<file path="src/rtl/mem_access_unit.sv">
// rtl/mem_access_unit.sv - load/store sequencer with MOC handshake, byte-lane steering and load extension
module mem_access_unit #(
    parameter int DATA_W  = 32,
    parameter int ADDR_W  = 8,
    parameter int TIMEOUT = 15
) (
    input  logic                CLK,
    input  logic                CLR,
    input  logic                start,
    input  logic                rw,
    input  logic [1:0]          size,
    input  logic                sign,
    input  logic [DATA_W-1:0]   addr_in,
    input  logic [DATA_W-1:0]   wdata,
    output logic [DATA_W-1:0]   rdata,
    output logic                busy,
    output logic                done,
    output logic                err,
    output logic [ADDR_W-1:0]   mem_addr,
    output logic [DATA_W-1:0]   mem_wdata,
    output logic [DATA_W/8-1:0] mem_be,
    output logic                mem_en,
    output logic                mem_rw,
    input  logic [DATA_W-1:0]   mem_rdata,
    input  logic                mem_moc
);
    localparam int LANES = DATA_W / 8;
    localparam int OFS_W = $clog2(LANES);
    localparam int CNT_W = $clog2(TIMEOUT + 1);

    localparam logic [1:0] S_IDLE = 2'd0;
    localparam logic [1:0] S_REQ  = 2'd1;
    localparam logic [1:0] S_DONE = 2'd2;

    logic [1:0]        r_state;
    logic [CNT_W-1:0]  r_cnt;
    logic              r_err;
    logic [1:0]        r_size;
    logic [OFS_W-1:0]  r_ofs;
    logic              r_sign;

    logic [OFS_W-1:0]  w_ofs;
    logic [3:0]        w_bytes;
    logic              w_bad;
    logic [LANES-1:0]  w_be;
    logic [DATA_W-1:0] w_wdata;
    logic [DATA_W-1:0] w_shift;
    logic [DATA_W-1:0] w_lmask;
    logic              w_sbit;
    logic [DATA_W-1:0] w_load;

    function automatic logic [DATA_W-1:0] lane_mask(input logic [1:0] sz);
        logic [DATA_W-1:0] m;
        m = '0;
        for (int i = 0; i < LANES; i++)
            if (i < (1 << sz)) m[8*i +: 8] = 8'hFF;
        return m;
    endfunction

    assign w_ofs   = addr_in[OFS_W-1:0];
    assign w_bytes = 4'd1 << size;
    assign w_bad   = (32'(w_bytes) > LANES) || ((32'(w_ofs) & (32'(w_bytes) - 1)) != 0);
    assign w_wdata = (wdata & lane_mask(size)) << {w_ofs, 3'b000};

    always_comb begin
        w_be = '0;
        for (int i = 0; i < LANES; i++)
            w_be[i] = (i >= int'(w_ofs)) && (i < int'(w_ofs) + int'(w_bytes));
    end

    // Load path works from the captured size/offset, not the live inputs.
    assign w_shift = mem_rdata >> {r_ofs, 3'b000};
    assign w_lmask = lane_mask(r_size);

    always_comb begin
        w_sbit = 1'b0;
        for (int i = 0; i < LANES; i++)
            if (i == (1 << r_size) - 1) w_sbit = w_shift[8*i+7];
    end

    assign w_load = (w_shift & w_lmask) | ((r_sign && w_sbit) ? ~w_lmask : '0);

    always_ff @(posedge CLK or negedge CLR) begin
        if (!CLR) begin
            r_state   <= S_IDLE;
            r_cnt     <= '0;
            r_err     <= 1'b0;
            r_size    <= '0;
            r_ofs     <= '0;
            r_sign    <= 1'b0;
            rdata     <= '0;
            mem_addr  <= '0;
            mem_wdata <= '0;
            mem_be    <= '0;
            mem_en    <= 1'b0;
            mem_rw    <= 1'b0;
        end else begin
            case (r_state)
                S_IDLE: begin
                    r_err <= 1'b0;
                    if (start) begin
                        if (w_bad) begin
                            r_err   <= 1'b1;
                            r_state <= S_DONE;
                        end else begin
                            mem_addr  <= addr_in[ADDR_W-1:0];
                            mem_rw    <= rw;
                            mem_be    <= w_be;
                            mem_wdata <= w_wdata;
                            mem_en    <= 1'b1;
                            r_size    <= size;
                            r_ofs     <= w_ofs;
                            r_sign    <= sign;
                            r_cnt     <= '0;
                            r_state   <= S_REQ;
                        end
                    end
                end
                S_REQ: begin
                    if (mem_moc) begin
                        if (!mem_rw) rdata <= w_load;
                        mem_en  <= 1'b0;
                        r_state <= S_DONE;
                    end else begin
                        r_cnt <= r_cnt + 1'b1;
                        if (r_cnt == CNT_W'(TIMEOUT - 1)) begin
                            mem_en  <= 1'b0;
                            r_err   <= 1'b1;
                            r_state <= S_DONE;
                        end
                    end
                end
                S_DONE: begin
                    r_err   <= 1'b0;
                    r_state <= S_IDLE;
                end
                default: r_state <= S_IDLE;
            endcase
        end
    end

    assign busy = (r_state != S_IDLE);
    assign done = (r_state == S_DONE);
    assign err  = r_err;

endmodule

</file>
<file path="config.mk">
export PLATFORM = sky130hd
export DESIGN_NAME = mem_access_unit
export DESIGN_NICKNAME = d
export VERILOG_FILES = /design/src/rtl/mem_access_unit.sv
export SDC_FILE = /design/constraint.sdc
export NUM_CORES = 1
export LEC_CHECK = 0
export CAP_MARGIN = 20
export CELL_PAD_IN_SITES_DETAIL_PLACEMENT = 0
export CELL_PAD_IN_SITES_GLOBAL_PLACEMENT = 1
export CORE_UTILIZATION = 30
export DETAILED_ROUTE_END_ITERATION = 10
export GPL_TIMING_DRIVEN = 0
export HOLD_SLACK_MARGIN = 0.15
export PLACE_DENSITY_LB_ADDON = 0.1
export SLEW_MARGIN = 20
export SYNTH_ARGS = -nofsm -noshare
export SYNTH_HDL_FRONTEND = slang
export SYNTH_SLANG_ARGS = --single-unit
</file>
<file path="constraint.sdc">
create_clock -name CLK -period 2.73 [get_ports CLK]
set_input_delay 0.546 -clock CLK [delete_from_list [all_inputs] [get_ports CLK]]
set_output_delay 0.546 -clock CLK [all_outputs]
set_load 0.01 [all_outputs]
</file>
==> out/results.ini <==
[status]
status = complete, no violations

[floorplanning]
rows = 45
ioPinCount = 185
die_h_um = 127
die_area_sq_um = 16200
initial_core_util_pct = 30.9
die_w_um = 127
core_area_sq_um = 15300

[cts]
cts_tree = done
cts_buffer_depth = 2
cts_buffers = 9
cts_htree_levels = 3
root_buffer = clkbuf_16
cts.sinks = 88
path_clk_slew_ns = 0.07
clk_latency_ns = 0.34

[routing]
vias = 4312
ant_nets = 0
met3_length_um = 1080
drc_errors = 0
wirelength_um = 15500
firstDrtPassIters = 4
initialDrtViolationCount = 226
via_per_inst = 5.02
wl_met1_um = 7000
drt-wirelength-per-cell_um = 18.0
routed.top_layer = met4
wl_met2_um = 7180

[min_path]
min_path_cells = 2
worstHoldStart = mem_wdata[9]
min_path_type = flop to flop
holdPathEnd = mem_wdata[9]

[critical_path]
r2r_end = rdata[24]
crit_path_frequent_cell = nand2b_1
critPathBufInv = 3
cp_slowest_stage_delay_ns = 0.43
critPathMaxFanout = 10
worst_setup_path_start_kind = input port
r2r_cells = 4
slowest_stage = dlygate4sd2_1
regToRegStartpoint = mem_addr[1]
cp_top_family = buffers and inverters
arrival_ns = 2.81
cp-end-kind = flop
path_cells = dlygate4sd2_1 > nand2b_1 > ha_1 > nand2b_1 > nand4_1 > clkbuf_8 > clkbuf_2 > o41ai_1
ff2ff_setup_slack_ns = 0.54
required_ns = 2.96
crit_type = input port to flop

[finish]
area_growth_pct = 48.7
n_antenna_cell = 0
nets = 759
fillers = 1489
layout-drive-gt1-share_pct = 11.6

[synth]
synth_seq_area_share_pct = 46.7
avgSynthCellArea_sq_um = 10.1
yosysWarnings = 0
synthCells = 467
synth_cell_types = 52
synth_seq_cells = 88
syn_nets = 583
ys.flop_type = dfrtp_1
synthArstFlopShare_pct = 100
syn_area_sq_um = 4710
synth_edf_count = 0

[timing]
hold_violations = 0
setup_violations = 0
fmaxAchievable_mhz = 387
period_needed_ns = 2.58
fin_crit_sh_pct = 94.6
rsz0062_at_grt = no
slew_violations = 0
holdWs_ns = 0.478
finalClockSkew_ns = 0.00404
worst-slew-pin-transition_ns = 0.780
relSlewSlack_pct = 48.0

[global_route]
grt_antenna_before_repair = 0
grt_max_degree = 67
grt_pass1_wl_um = 24100
gr-usage-all-layers_pct = 19.6
grt_pass1_vias = 4449
overflow = 0

[job]
maxCapViolCount = 0

[power]
power_switching_w = 0.00229
clock_power_share_pct = 18.8
report.power.total_w = 0.00645
vdd_ir_drop_max_mv = 0.386
pwr-share-seq_pct = 34.0
power_switching_share_pct = 35.4
p_int_w = 0.00416
leakage_nw = 3.05
p_per_area_nw_per_um2 = 920
pwr-share-comb_pct = 47.2

[place]
gp_congestion = 0.776
dp.final_hpwl_um = 11600
portBuffers = 160

==> cell usage in the layout (no fill, tap or decap), drive strengths merged, types with 2 or more instances in the layout <==
cell / Yosys / final
nand2b: 6 / 6
a22o: 9 / 9
nor2: 33 / 33
buf: 5 / 14
o221ai: 7 / 7
ha: 11 / 11
clkinvlp: 0 / 2
or2: 3 / 3
a211o: 3 / 3
nand4b: 2 / 2
mux2: 24 / 24
a21o: 2 / 2
a221o: 9 / 9
nand3: 14 / 14
a221oi: 5 / 5
inv: 9 / 10
a21oi: 24 / 24
and3: 2 / 2
clkinv: 0 / 2
o41ai: 8 / 8
nor2b: 6 / 6
a31oi: 4 / 4
mux2i: 35 / 35
a32oi: 3 / 3
a211oi: 2 / 2
nand2: 62 / 62
o21ai: 34 / 34
nor4b: 3 / 3
clkdlybuf4s50: 0 / 157
and2: 7 / 7
dfrtp: 88 / 88
o31ai: 2 / 2
clkbuf: 30 / 38
==> tightest hold or removal path: stages (launching register included) <==
cell     delay, ns
dfrtp_1       0.34
nand2_1       0.06
o41ai_2       0.05
==> flip-flops by register name, indices dropped and copies added, names as in the netlist <==
register and flops:
r_size 2, err 1, mem_en 1, r_sign 1
mem_wdata 32, mem_be 4, r_state 2, mem_addr 8
mem_rw 1, r_cnt 4, rdata 32
==> power by group through the flow <==
stage | combinational, W | sequential [W] | clock, W
after floorplan | 0.00123 | 0.00239 | 0
after detailed placement | 0.00301 | 0.00222 | 0
after CTS | 0.00306 | 0.00220 | 0.00124
after global placement | 0.00299 | 0.00221 | 0
final | 0.00304 | 0.00220 | 0.00121
after global routing | 0.00331 | 0.00227 | 0.00131
==> synthesized netlist by cell type (all sizes together) (2+ instances only) <==
master,n,area (sq um)
dfrtp,88,2200
nand2,62,233
mux2i,35,350
o21ai,34,170
nor2,33,124
clkbuf,30,113
a21oi,24,120
mux2,24,270
nand3,14,105
ha,11,138
a221o,9,90.1
a22o,9,78.8
inv,9,33.8
o41ai,8,70.1
and2,7,43.8
o221ai,7,61.3
nand2b,6,37.5
nor2b,6,37.5
a221oi,5,43.8
buf,5,36.3
a31oi,4,25.0
a211o,3,26.3
a32oi,3,26.3
nor4b,3,41.3
or2,3,18.8
a211oi,2,15.0
a21o,2,15.0
and3,2,12.5
nand4b,2,17.5
o31ai,2,15.0
==> area by class of cell <==
cell class	count	area, sq um	area share, %
Multi-Input combinational cell	335	2380	34.0
Clock inverter	5	41.3	0.589
Timing Repair Buffer	166	1660	23.8
Sequential cell	88	2200	31.4
Tap cell	211	264	3.77
Inverter	9	33.8	0.482
Buffer	34	179	2.55
Clock buffer	11	243	3.46
==> per-layer routing <==
metal / track usage, % / up-vias
met1: 25.3 / 2122
met2: 32.0 / 134
met5: 0 / -
met3: 5.07 / 10
met4: 6.30 / 0
li1: - / 2046
==> per-stage QoR <==
stage	std cells	worst slack [ns]	utilization, %	instance area (sq um)	TNS [ns]
3_3_place_gp	838	-2.40	43.1	6580	-262.00
3_5_place_dp	839	-1.14	43.3	6610	-54.15
4_1_cts	859	0.0404	45.6	6960	0
6_report	859	0.147	45.9	7010	0
5_1_grt	859	0.0118	45.9	7010	0
2_1_floorplan	467	0.274	-	4710	0
==> cells by family after synthesis <==
logic type	after synthesis	share of synthesized area (%)
compound gates	119	17.2
fa+ha+maj	12	3.35
buf+inv	44	3.88
flops	88	46.7
mux	60	13.7
simple gates	144	15.1
==> how the worst max path moves through the flow <==
stage,startpoint,endpoint,slack [ns],cells after the start
after floorplan,size[1],mem_wdata[16],0.27,8
after detailed placement,size[1],mem_wdata[21],-1.14,9
after global routing,addr_in[1],mem_be[2],0.01,8
after global placement,CLR,mem_wdata[7],-2.40,1
after CTS,addr_in[0],mem_wdata[31],0.04,7
final,size[0],mem_wdata[12],0.15,8
==> repair_timing <==
item                       CTS  global route
hold endpoints to repair    22             0
buffers inserted             3             1
setup endpoints to repair   54            41
hold buffers                 1             0
resized for setup           18            18
pin swaps                    1             1
(Power assumes the default switching activity.)
